--- src/rtl/hamming_pkg.sv ---
// Shared constants, buffer state encoding and width helper for the Hamming
// result capture stage.
package hamming_pkg;

  localparam int CC_DEF     = 1600;
  localparam int W_DEF      = 11;
  localparam int THRESH_DEF = 800;

  typedef enum logic {
    BUF_EMPTY = 1'b0,
    BUF_FULL  = 1'b1
  } buf_state_e;

  // Smallest r with 2**r >= v; used for counter and distance widths.
  function automatic int clog2(input int v);
    int r;
    r = 0;
    for (int i = 0; i < 31; i++) begin
      if ((1 << r) < v) r++;
    end
    return r;
  endfunction

endpackage

--- src/rtl/hamming_frame_counter.sv ---
// Counts consumed bits within a frame and flags the final bit of each frame.
module hamming_frame_counter
  import hamming_pkg::*;
#(
  parameter int CC = CC_DEF
) (
  input  logic clk,
  input  logic rst,
  input  logic bit_valid_i,
  output logic last_o
);

  localparam int CW = clog2(CC);
  localparam logic [CW-1:0] LAST_CNT = CW'(CC - 1);

  logic [CW-1:0] bit_cnt_q, bit_cnt_d;

  assign last_o = bit_valid_i && (bit_cnt_q == LAST_CNT);

  always_comb begin
    bit_cnt_d = bit_cnt_q;
    if (bit_valid_i) bit_cnt_d = last_o ? '0 : bit_cnt_q + CW'(1);
  end

  always_ff @(posedge clk) begin
    if (!rst) bit_cnt_q <= '0;
    else      bit_cnt_q <= bit_cnt_d;
  end

endmodule

--- src/rtl/hamming_result_capture.sv ---
// Captures the accumulator distance on the last bit of each frame into a
// one-entry valid/ready buffer with threshold match and sticky drop flag.
module hamming_result_capture
  import hamming_pkg::*;
#(
  parameter int CC     = CC_DEF,
  parameter int W      = W_DEF,
  parameter int THRESH = THRESH_DEF
) (
  input  logic         clk,
  input  logic         rst,
  input  logic         bit_valid,
  input  logic [W-1:0] acc_o,
  output logic         acc_clr,
  output logic         res_valid,
  input  logic         res_ready,
  output logic [W-1:0] res_dist,
  output logic         res_match,
  output logic         overflow,
  output logic [15:0]  frame_cnt
);

  if (W != clog2(CC + 1)) begin : g_w_check
    $error("hamming_result_capture: W must equal clog2(CC+1)");
  end

  localparam logic [W-1:0] THR = W'(THRESH);

  logic       last;
  buf_state_e state_q, state_d;
  logic       load, drop;
  logic [W-1:0] dist_q, dist_d;
  logic       match_q, match_d;
  logic       ovf_q, ovf_d;
  logic [15:0] fcnt_q, fcnt_d;

  hamming_frame_counter #(.CC(CC)) u_frame_cnt (
    .clk        (clk),
    .rst        (rst),
    .bit_valid_i(bit_valid),
    .last_o     (last)
  );

  // Combinational so the accumulator clears on the same edge we capture.
  assign acc_clr = last || !rst;

  always_ff @(posedge clk) begin
    if (!rst) begin
      state_q <= BUF_EMPTY;
      dist_q  <= '0;
      match_q <= 1'b0;
      ovf_q   <= 1'b0;
      fcnt_q  <= '0;
    end else begin
      state_q <= state_d;
      dist_q  <= dist_d;
      match_q <= match_d;
      ovf_q   <= ovf_d;
      fcnt_q  <= fcnt_d;
    end
  end

  always_comb begin
    state_d = state_q;
    unique case (state_q)
      BUF_EMPTY: if (last) state_d = BUF_FULL;
      BUF_FULL:  if (res_ready && !last) state_d = BUF_EMPTY;
      default:   state_d = BUF_EMPTY;
    endcase
  end

  // A full buffer only takes a new result when it is popped the same cycle.
  always_comb begin
    load    = last && ((state_q == BUF_EMPTY) || res_ready);
    drop    = last && (state_q == BUF_FULL) && !res_ready;
    dist_d  = load ? acc_o : dist_q;
    match_d = load ? (acc_o <= THR) : match_q;
    ovf_d   = ovf_q || drop;
    fcnt_d  = fcnt_q + 16'(last);
  end

  assign res_valid = (state_q == BUF_FULL);
  assign res_dist  = dist_q;
  assign res_match = match_q;
  assign overflow  = ovf_q;
  assign frame_cnt = fcnt_q;

endmodule

--- config.mk ---
export PLATFORM = sky130hd
export DESIGN_NAME = hamming_result_capture
export DESIGN_NICKNAME = d
export VERILOG_FILES = /design/src/rtl/hamming_pkg.sv /design/src/rtl/hamming_frame_counter.sv /design/src/rtl/hamming_result_capture.sv
export SDC_FILE = /design/constraint.sdc
export NUM_CORES = 1
export LEC_CHECK = 0
export ABC_CLOCK_PERIOD_IN_PS = 3100
export BUFFER_PORTS_ARGS = -buffer_cell sky130_fd_sc_hd__buf_2
export CAP_MARGIN = 30
export CORE_ASPECT_RATIO = 1.2
export CORE_MARGIN = 1
export CORE_UTILIZATION = 35
export CTS_BUF_LIST = sky130_fd_sc_hd__clkbuf_16
export CTS_CLUSTER_DIAMETER = 50
export DETAILED_ROUTE_END_ITERATION = 7
export PLACE_DENSITY = 0.66
export SYNTH_ARGS = -nofsm -noshare
export SYNTH_HDL_FRONTEND = slang
export SYNTH_SLANG_ARGS = --single-unit
--- constraint.sdc ---
create_clock -name clk -period 3.1 [get_ports clk]
set_clock_uncertainty 0.1 [all_clocks]
set_input_delay 0.155 -clock clk [delete_from_list [all_inputs] [get_ports clk]]
set_output_delay 0.155 -clock clk [all_outputs]
set_load 0.05 [all_outputs]
Word level (Yosys, flattened, before mapping)
Index checks and enable logic that the tools add are counted.

Register bits: 41. Word-level logic and storage cells: 26.

Equal/unequal tests: 1. Bitwise operators: 1. $add $sub $neg: 2. Multiplexer cells: 4. Reductions and logical operators: 11. Order comparisons: 1.

Operators with widths (count): $add 16x1->16 (1); $add 11x1->11 const B (1); $eq 11x11->1 const B (1); $le 11x10->1 const B (1); $mux 11 (1); $logic_and 1x1->1 (5); $logic_not 1->1 (3); $logic_or 1x1->1 (3); $mux 1 (2); $pmux 1 s2 (1); $not 1->1 (1).

Logic depth before layout (Yosys ltp)
Gate-level depths: netlist of run 1.

Word-level depth: 6. Mapped depth: 10. Gate-level depth less buffers: 10.

Hierarchy
From an unflattened synthesis of run 1, not the netlist that was laid out.

Cells, all modules: 206. Area total of the unflattened synthesis: 1825.5 um^2.

Modules (own cells, without submodules): hamming_result_capture (times used 1, cells an instance 150, area an instance 1291.2 um^2, sequential area each 600.6 um^2); hamming_frame_counter (times used 1, cells an instance 56, area an instance 534.3 um^2, sequential area each 220.2 um^2).

Worst setup path after synthesis of run 1
No wires, ideal clock.

Path kind: register to register. From: reg u_frame_cnt.bit_cnt_q[0]. To: reg fcnt_q[14], in the netlist frame_cnt[14]. Path buffers: 0. Path slack: 0.792 ns. Clock period less this slack: 2.308 ns. Setup time: 0.115 ns. Cell stages (with the launch flop): 11. Arrival time: 2.093 ns. Cells stage by stage: dfxtp_1 -> ha_1 -> and4_1 -> nand3_1 -> inv_1 -> ha_1 -> ha_1 -> nand3_1 -> nor4_1 -> xor2_1 -> and2_1.

Word-level cells in the longest chain between the ends: 3.

RTL lines: from (decl) (line hamming_frame_counter.sv:16) `logic [CW-1:0] bit_cnt_q, bit_cnt_d;`; from (signal assigned) (line hamming_frame_counter.sv:27) `else bit_cnt_q <= bit_cnt_d;`; $eq 11x11->1 (line hamming_frame_counter.sv:18) `assign last_o = bit_valid_i && (bit_cnt_q == LAST_CNT);`; $logic_and 1x1->1 (line hamming_frame_counter.sv:18); $add 16x1->16 (line hamming_result_capture.sv:79) `fcnt_d = fcnt_q + 16'(last);`; to (signal assigned) (line hamming_result_capture.sv:59) `fcnt_q <= fcnt_d;`; to (decl) (line hamming_result_capture.sv:35) `logic [15:0] fcnt_q, fcnt_d;`.

No other way between the ends. A chain may end at the register's enable or synchronous reset.

Worst setup path after layout of run 1
Ends and elaborated chain as after synthesis.

==> results of run 1 <==
## worst min-delay path, delay by kind of cell
kind	cells	cell delay, ns
buf+inv	1	0.08
mux	1	0.06
simple gates	1	0.09
## cell usage after synthesis, drive strengths merged
| cell type | count | area (µm²) |
|---|---|---|
| nor2 | 15 | 56.30 |
| ha | 4 | 50.05 |
| and2 | 13 | 81.33 |
| nor2b | 11 | 68.82 |
| nor3 | 7 | 35.03 |
| inv | 6 | 22.52 |
| and3 | 1 | 7.510 |
| buf | 4 | 50.05 |
| xor2 | 9 | 78.83 |
| a21boi | 5 | 37.54 |
| clkbuf | 3 | 11.26 |
| o2111ai | 1 | 8.760 |
| dfxtp | 41 | 820.8 |
| nand3 | 9 | 45.04 |
| mux2i | 12 | 120.1 |
| nand4 | 6 | 43.79 |
| o21a | 1 | 7.510 |
| o311ai | 1 | 8.760 |
| xnor2 | 11 | 96.34 |
| or4 | 1 | 7.510 |
| nor4 | 4 | 25.02 |
| nand2 | 11 | 41.29 |
| nand2b | 3 | 18.77 |
| nor4b | 1 | 15.01 |
| or3 | 3 | 18.77 |
| and4 | 2 | 17.52 |
| o21ai | 4 | 20.02 |
## area by class of cell
class                           count  area, µm²
Clock buffer                        5      125.1
Clock inverter                      2      35.03
Fill cell                         514       2761
Inverter                            6      22.52
Multi-Input combinational cell    135      909.6
Sequential cell                    41      820.8
Tap cell                           60      75.07
Timing Repair Buffer               45      225.2
## worst max path at each step
stage | to | startpoint | cells after the start | slack, ns
final | frame_cnt[14]$_SDFF_PN0_ | u_frame_cnt.bit_cnt_q[0]$_SDFFE_PN0P_ | 10 | 0.64
after global routing | frame_cnt[14]$_SDFF_PN0_ | u_frame_cnt.bit_cnt_q[0]$_SDFFE_PN0P_ | 10 | 0.38
after CTS | frame_cnt[14]$_SDFF_PN0_ | u_frame_cnt.bit_cnt_q[0]$_SDFFE_PN0P_ | 10 | 0.63
after detailed placement | frame_cnt[14]$_SDFF_PN0_ | u_frame_cnt.bit_cnt_q[0]$_SDFFE_PN0P_ | 10 | 0.63
after global placement | frame_cnt[14]$_SDFF_PN0_ | u_frame_cnt.bit_cnt_q[0]$_SDFFE_PN0P_ | 10 | 0.67
after floorplan | frame_cnt[14]$_SDFF_PN0_ | u_frame_cnt.bit_cnt_q[0]$_SDFFE_PN0P_ | 10 | 0.79
## sequential cells by signal, summed over array words and instances (netlist names)
| signal | cells |
|---|---|
| frame_cnt | 16 |
| res_dist | 11 |
| res_match | 1 |
| res_valid | 1 |
| u_frame_cnt.bit_cnt_q | 11 |
| overflow | 1 |
## report_power, final
group	total, mW	internal [mW]	switching, mW
Combinational	0.0333	0.0144	0.0189
Sequential	0.532	0.530	0.00281
Clock	0.565	0.373	0.192
Total	1.13	0.917	0.213
## kinds of logic (layout without fill, tap and decap cells)
group / count (synthesis) / in the layout
simple gates: 87 / 87
buf+inv: 13 / 58
fa+ha+maj: 4 / 4
compound gates: 12 / 12
mux: 12 / 12
flops: 41 / 41
xor+xnor: 20 / 20
## cell usage in the layout, fill, tap and decap left out, drive strengths merged
cell / count
buf: 45
dfxtp: 41
nor2: 15
and2: 13
mux2i: 12
nand2: 11
xnor2: 11
nor2b: 11
nand3: 9
xor2: 9
nor3: 7
inv: 6
nand4: 6
a21boi: 5
clkbuf: 5
nor4: 4
o21ai: 4
ha: 4
nand2b: 3
or3: 3
and4: 2
nor4b: 1
and3: 1
or4: 1
o311ai: 1
o2111ai: 1
o21a: 1
bufinv: 1
clkinv: 1
## stage by stage
stage                     utilization  worst slack [ns]
after CTS                      0.4449            0.6288
after floorplan                     -            0.7921
after detailed placement       0.4127            0.6339
after global placement         0.4127            0.6741
final                          0.4449            0.6431
after global routing           0.4449            0.3845
## metal layers
metal / global-route usage / up-vias / part of all wire
li1: - / 734 / -
met3: 0.03933 / 4 / 0.053
met5: 0 / - / 0
met1: 0.1613 / 645 / 0.47
met2: 0.2119 / 30 / 0.46
met4: 0.06383 / 0 / 0.013
==> impl_metrics.json, run 1 <==
{
  "hold_path_class": "in2reg",
  "period_share": 0.7925,
  "gp_congestion": 0.7462,
  "hold_end": "res_dist[9]$_SDFFE_PN0P_",
  "synthXorXnorAreaFrac": 0.09655,
  "start_util": 0.3647,
  "grtUsageTotal": 0.1332,
  "crit_chain": "ha_1 > and4_1 > nand3_1 > inv_1 > ha_1 > ha_1 > nand3_1 > nor4_1 > xor2_1 > and2_1",
  "ctsResizeCount": 0,
  "reg2reg_depth": 10,
  "cts_sinks": 41,
  "reg2reg_from": "u_frame_cnt.bit_cnt_q[0]$_SDFFE_PN0P_",
  "synthAdderAreaFrac": 0.02759,
  "worstSetupPathType": "reg2reg",
  "synth_cell_type_count": 30,
  "setup_viol": 0,
  "die_y_um": 80.87,
  "ant_nets": 0,
  "overflow": 0,
  "slew_viol_final": 0,
  "routedWlPerCell_um": 11.16,
  "grt_max_degree": 36,
  "crit_path_frequent_cell": "ha_1",
  "fp.dieW_um": 67.73,
  "synth-seq-cells": 41,
  "cpMaxStageDelayCell": "dfxtp_1",
  "diodes": 0,
  "synth_area_per_cell_um2": 9.599,
  "synthMuxAreaShare": 0.06621,
  "cp.required_ns": 3.17,
  "crit_family": "simple AND/OR/NAND/NOR gates",
  "dieArea_mm2": 0.005477,
  "dp_cells": 287,
  "port_buffers": 45,
  "antenna_found_initial": 0,
  "r2r_slack_ns": 0.64,
  "synthCells": 189,
  "viasPerCell": 4.806,
  "slowest_delay_ns": 0.38,
  "worstSkewPairLatency_ns": 0.28,
  "layout-drive-gt1-share": 0.2350,
  "htreeDepth": 2,
  "synth_warnings": 0,
  "drc_errors": 0,
  "max_slew.worst_pin.slew_ns": 0.7135,
  "ios": 46,
  "hold_path_startpoint": "acc_o[9]",
  "final_nets": 253,
  "clk_pin_slew_worst_paths_ns": 0.06,
  "synth_top_family_by_area": "simple AND/OR/NAND/NOR gates",
  "worstPathMaxFanout": 8,
  "timing.rr.end": "frame_cnt[14]$_SDFF_PN0_",
  "netlist_area_mm2": 0.001814,
  "core_mm2": 0.004975,
  "dr.pass1.iters": 4,
  "p_total_mw": 1.131,
  "vias": 1413,
  "rows": 28,
  "grt_pass1_wl_mm": 5.478,
  "synth-compound-area-share": 0.04552,
  "synthSimpleGateAreaFrac": 0.2655,
  "fin_area_mm2": 0.002213,
  "leakage_nw": 0.9415,
  "cts_buffers": 5,
  "worst_hold_slack_ns": 0.04811,
  "clockBufferDepth": 2,
  "power_density_mw_per_mm2": 510.8,
  "finalHoldViolations": 0,
  "area_growth_pct": 22.00,
  "rsz0062_at_grt": "no",
  "period_needed_ns": 2.457,
  "postCtsSetupBuffers": 0,
  "syn_nets": 208,
  "dp_hpwl_mm": 2.366,
  "yosysSeqAreaShare": 0.4524,
  "drt_iter0_markers": 86,
  "critical_path.startpoint_type": "flop",
  "instances_no_fill": 294,
  "status": "completed",
  "root_buffer": "clkbuf_16",
  "timing.slew.headroom": 0.5243,
  "grt_pass1_vias": 1257,
  "cts_hold_buf": 0,
  "ir_worst_vdd_mv": 0.2481,
  "clock.fmax_mhz": 407.0,
  "wl_mm": 3.280,
  "cap_viol_max_count": 0,
  "dpl_cell_area_mm2": 0.002053,
  "cp-end-kind": "flop",
  "cts_tree": "done",
  "path_buf_inv": 1,
  "worstHoldPathCells": 3,
  "fin_setup_tns_ns": 0,
  "arrival_ns": 2.53
}
No activity file was read; power rests on OpenSTA's default activity.
==> inputs of run 2 (changes only) <==
- ABC_CLOCK_PERIOD_IN_PS: 3100 -> 2500
- clock period: 3.1 -> 2.5 ns (I/O delays scaled with it)
==> impl_metrics.json, run 2 (same netlist as run 1, synthesis figures left out) <==
{
  "status": "completed",
  "clk_pin_slew_worst_paths_ns": 0.06,
  "pwr-share-seq": 0.506,
  "worstPathMaxFanout": 8,
  "p_int_mw": 1.036,
  "swShare": 0.2065,
  "dr.pass1.iters": 4,
  "start_util": 0.3647,
  "ir_worst_vdd_mv": 0.3187,
  "cts_sinks": 41,
  "drt_iter0_markers": 58,
  "layout-drive-gt1-share": 0.2542,
  "cp-end-kind": "flop",
  "port_buffers": 45,
  "leakage_nw": 0.9703,
  "wl_mm": 3.532,
  "fin_setup_tns_ns": 0,
  "dp_hpwl_mm": 2.444,
  "dieArea_mm2": 0.005477,
  "largest_reg_flops": 16,
  "rsz0062_at_grt": "no",
  "cts_buffers": 5,
  "critical_path.startpoint_type": "flop",
  "power_density_mw_per_mm2": 578.9,
  "clockBufferDepth": 2,
  "worstSkewPairLatency_ns": 0.28,
  "setup_viol": 0,
  "arrival_ns": 2.38,
  "slowest_delay_ns": 0.39,
  "register_area_um2": 820.8,
  "grt_pass1_vias": 1319,
  "overflow": 0,
  "max_slew.worst_pin.slew_ns": 0.4442,
  "drc_errors": 0,
  "slew_viol_final": 0,
  "grt_pass1_wl_mm": 5.830,
  "area_growth_pct": 24.34,
  "timing.slew.headroom": 0.7001,
  "diodes": 0,
  "clock.fmax_mhz": 433.8,
  "period_needed_ns": 2.305,
  "cpMaxStageDelayCell": "dfxtp_1",
  "comb_power_share": 0.033,
  "core_mm2": 0.004975,
  "period_share": 0.9221,
  "fp.dieW_um": 67.73,
  "worst_hold_slack_ns": 0.01714,
  "ios": 46,
  "multi_input_comb_area_um2": 937.1,
  "rows": 28,
  "routedWlPerCell_um": 11.77,
  "final_cell_mix": "buf_2 (45), dfxtp_1 (41), nor2_1 (15)",
  "hold_path_class": "in2reg",
  "htreeDepth": 2,
  "crit_path_frequent_cell": "ha_1",
  "cts_tree": "done",
  "cts_hold_buf": 0,
  "final_nets": 258,
  "root_buffer": "clkbuf_16",
  "crit_chain": "ha_1 > and4_1 > nand3_1 > inv_1 > ha_1 > ha_1 > nand3_4 > nor4_4 > xor2_1 > and2_1",
  "vias": 1426,
  "fill_cells": 486,
  "cp.required_ns": 2.57,
  "final_common_cell": "buf_2",
  "grt_max_degree": 35,
  "gp_congestion": 0.7824,
  "grtUsageTotal": 0.1433,
  "p_sw_uw": 269.7,
  "ant_nets": 0,
  "viasPerCell": 4.753,
  "clkPwrFrac": 0.461,
  "cap_viol_max_count": 0,
  "antenna_found_initial": 0,
  "die_y_um": 80.87,
  "finalHoldViolations": 0,
  "worstSetupPathType": "reg2reg"
}
[run 2: cell count changes in the layout (fill, tap and decap cells not counted), sizes merged]
cell,previous run,this run
clkinv,1,3
bufinv,1,0
buf,45,50
[run 2: path summary, 6_finish.rpt]
path	from	slack, ns	cells past startpoint	to
max	u_frame_cnt.bit_cnt_q[0]$_SDFFE_PN0P_	0.19	10	frame_cnt[14]$_SDFF_PN0_
min reg2reg	res_match$_SDFFE_PN0P_	0.37	2	res_match$_SDFFE_PN0P_
min	acc_o[9]	0.02	3	res_dist[9]$_SDFFE_PN0P_
max reg2reg	u_frame_cnt.bit_cnt_q[0]$_SDFFE_PN0P_	0.19	10	frame_cnt[14]$_SDFF_PN0_
[run 2: area by class of cell]
cell class	instances	share of cell area
well taps	60	0.03328
multi-input cells	135	0.4154
flip-flops and latches	41	0.3638
clock buffers	5	0.05546
inverters	6	0.009983
repair buffers	50	0.1165
clock inverters	3	0.005546
[run 2: power by group through the flow]
stage          sequential (mW)  combinational, mW  clock (mW)
2_1_floorplan            0.674             0.0264           0
3_3_place_gp             0.674             0.0438           0
3_5_place_dp             0.675             0.0437           0
4_1_cts                  0.660             0.0442       0.622
5_1_grt                  0.661             0.0485       0.648
6_report                 0.661             0.0430       0.602
[run 2: worst max-delay path: cells and delay by family, from the launching register on]
| family | cells | cell delay [ns] |
|---|---|---|
| simple gates | 5 | 0.94 |
| xor+xnor | 1 | 0.09 |
| buf+inv | 1 | 0.11 |
| fa+ha+maj | 3 | 0.57 |
| flops | 1 | 0.39 |
[run 2: what timing repair did]
action                                  CTS  global route
buffers inserted                          0             1
resized for setup                         0             4
endpoints found under the setup margin    0             6
[run 2: per-stage QoR]
step | area [µm²] | util | power [mW] | std cells | setup slack (ns)
after floorplan | 1814 | - | 0.7004 | 189 | 0.1921
after global placement | 2083 | 0.4188 | 0.7181 | 291 | 0.1853
after detailed placement | 2083 | 0.4188 | 0.7185 | 291 | 0.08296
after CTS | 2221 | 0.4464 | 1.327 | 299 | 0.07568
after global routing | 2256 | 0.4535 | 1.357 | 300 | 0.02603
final | 2256 | 0.4535 | 1.306 | 300 | 0.1947
[run 2: metal layers]
layer | wire length, µm | global-route usage
met4 | 67 | 0.07021
met2 | 1696 | 0.2327
met5 | 0 | 0
met1 | 1620 | 0.1680
met3 | 148 | 0.04354
==> inputs of run 3 (changes only) <==
- REMOVE_ABC_BUFFERS: default -> 1
==> impl_metrics.json, run 3 (same netlist as run 1, synthesis figures left out) <==
{
  "status": "completed",
  "area_growth_pct": 23.17,
  "layout-drive-gt1-share": 0.2542,
  "port_buffers": 45,
  "root_buffer": "clkbuf_16",
  "worstPathMaxFanout": 5,
  "leakage_nw": 0.9594,
  "dr.pass1.iters": 4,
  "max_slew.worst_pin.slew_ns": 0.4259,
  "gp_congestion": 0.8185,
  "cts_tree": "done",
  "period_needed_ns": 2.325,
  "dp_slack_ns": 0.1089,
  "p_total_mw": 1.307,
  "viasPerCell": 4.763,
  "rows": 28,
  "dp_hpwl_mm": 2.485,
  "ios": 46,
  "grt_max_degree": 35,
  "cp.required_ns": 2.57,
  "final_common_cell": "buf_2",
  "slowest_delay_ns": 0.38,
  "reg2reg_from": "u_frame_cnt.bit_cnt_q[0]$_SDFFE_PN0P_",
  "grt_pass1_vias": 1289,
  "finalHoldViolations": 0,
  "cts_sinks": 41,
  "crit_family": "simple AND/OR/NAND/NOR gates",
  "setup_slack_ns": 0.1745,
  "p_sw_uw": 269.7,
  "clockBufferDepth": 2,
  "antenna_found_initial": 0,
  "drc_errors": 0,
  "routedWlPerCell_um": 11.35,
  "dpl_cell_area_mm2": 0.002091,
  "swShare": 0.2063,
  "path_buf_inv": 2,
  "grtUsageTotal": 0.1360,
  "worstHoldPathCells": 3,
  "crit_chain": "ha_1 > and4_1 > nand3_1 > inv_1 > ha_1 > ha_1 > nand3_2 > buf_4 > nor3_1 > xor2_1 > and2_1",
  "core_mm2": 0.004975,
  "clock.fmax_mhz": 430.0,
  "pwr-share-seq": 0.505,
  "cpMaxStageDelayCell": "dfxtp_1",
  "clkPwrFrac": 0.462,
  "setup_viol": 0,
  "crit_path_frequent_cell": "ha_1",
  "arrival_ns": 2.40,
  "final_cell_mix": "buf_2 (45), dfxtp_1 (41), nor2_1 (15)",
  "dieArea_mm2": 0.005477,
  "cp-end-kind": "flop",
  "clk_pin_slew_worst_paths_ns": 0.06,
  "overflow": 0,
  "vias": 1429,
  "grt_pass1_wl_mm": 5.609,
  "cts_buffers": 5,
  "startpoint": "u_frame_cnt.bit_cnt_q[0]$_SDFFE_PN0P_",
  "timing.slew.headroom": 0.7124,
  "fin_area_mm2": 0.002235,
  "hold_path_startpoint": "acc_o[1]",
  "drt_iter0_markers": 78,
  "p_int_mw": 1.038,
  "worstSetupPathType": "reg2reg",
  "fill_cells": 515,
  "slew_viol_final": 0,
  "die_y_um": 80.87,
  "wl_mm": 3.406,
  "power_density_mw_per_mm2": 585.0,
  "largest_reg_flops": 16,
  "diodes": 0,
  "ant_nets": 0,
  "r2r_slack_ns": 0.17,
  "final_nets": 258,
  "fp.dieW_um": 67.73,
  "worstSkewPairLatency_ns": 0.28,
  "htreeDepth": 2,
  "period_share": 0.9302,
  "cp.depth": 11,
  "final_core_util": 0.4492,
  "ir_worst_vdd_mv": 0.4103,
  "cap_viol_max_count": 0,
  "start_util": 0.3647,
  "hold_path_class": "in2reg",
  "reg2reg_depth": 11,
  "comb_power_share": 0.032,
  "critical_path.startpoint_type": "flop"
}
-- run 3: layer usage --
| layer | up-vias | track usage | routed length [µm] |
|---|---|---|---|
| li1 | 739 | - | - |
| met1 | 660 | 0.1592 | 1609 |
| met2 | 23 | 0.2238 | 1594 |
| met3 | 7 | 0.04354 | 147 |
| met4 | 0 | 0.05745 | 54 |
| met5 | - | 0 | 0 |
-- run 3: final timing paths --
| kind | to |
|---|---|
| worst min register to register | res_match$_SDFFE_PN0P_ |
| worst max-delay path | frame_cnt[10]$_SDFF_PN0_ |
| worst min-delay path | res_dist[1]$_SDFFE_PN0P_ |
| worst max register to register | frame_cnt[10]$_SDFF_PN0_ |
-- run 3: power by group through the flow --
stage	Combinational, mW	Clock [mW]	Sequential [mW]
finish	0.0423	0.605	0.660
global route	0.0470	0.656	0.660
CTS	0.0434	0.630	0.660
detailed placement	0.0434	0	0.675
global placement	0.0435	0	0.674
floorplan	0.0175	0	0.674
-- run 3: cell type report --
| class | count | area, µm² | share of cell area |
|---|---|---|---|
| timing repair buffer | 50 | 262.8 | 0.1176 |
| inverter | 6 | 22.52 | 0.01008 |
| multi-input combinational | 135 | 914.6 | 0.4093 |
| clock buffer | 5 | 125.1 | 0.05599 |
| sequential | 41 | 820.8 | 0.3673 |
| clock inverter | 3 | 13.76 | 0.006159 |
| tap | 60 | 75.07 | 0.03359 |
-- run 3: through the flow --
stage                     hold WS (ns)   TNS [ns]  cells
after floorplan                 0.1425          0    182
after global placement          0.2970          0    292
after detailed placement        0.3097          0    292
after CTS                      0.01792          0    300
after global routing           0.02463  -0.002458    300
final                          0.02272          0    300
-- run 3: worst min-delay path, stage by stage --
cell     delay (ns)
buf_2          0.08
mux2i_1        0.06
nor2b_1        0.09
-- run 3: timing repair --
action	in CTS	in global routing
buffers inserted	0	0
endpoints found under the setup margin	0	4
gates resized for setup	0	1
hold buffers	0	0
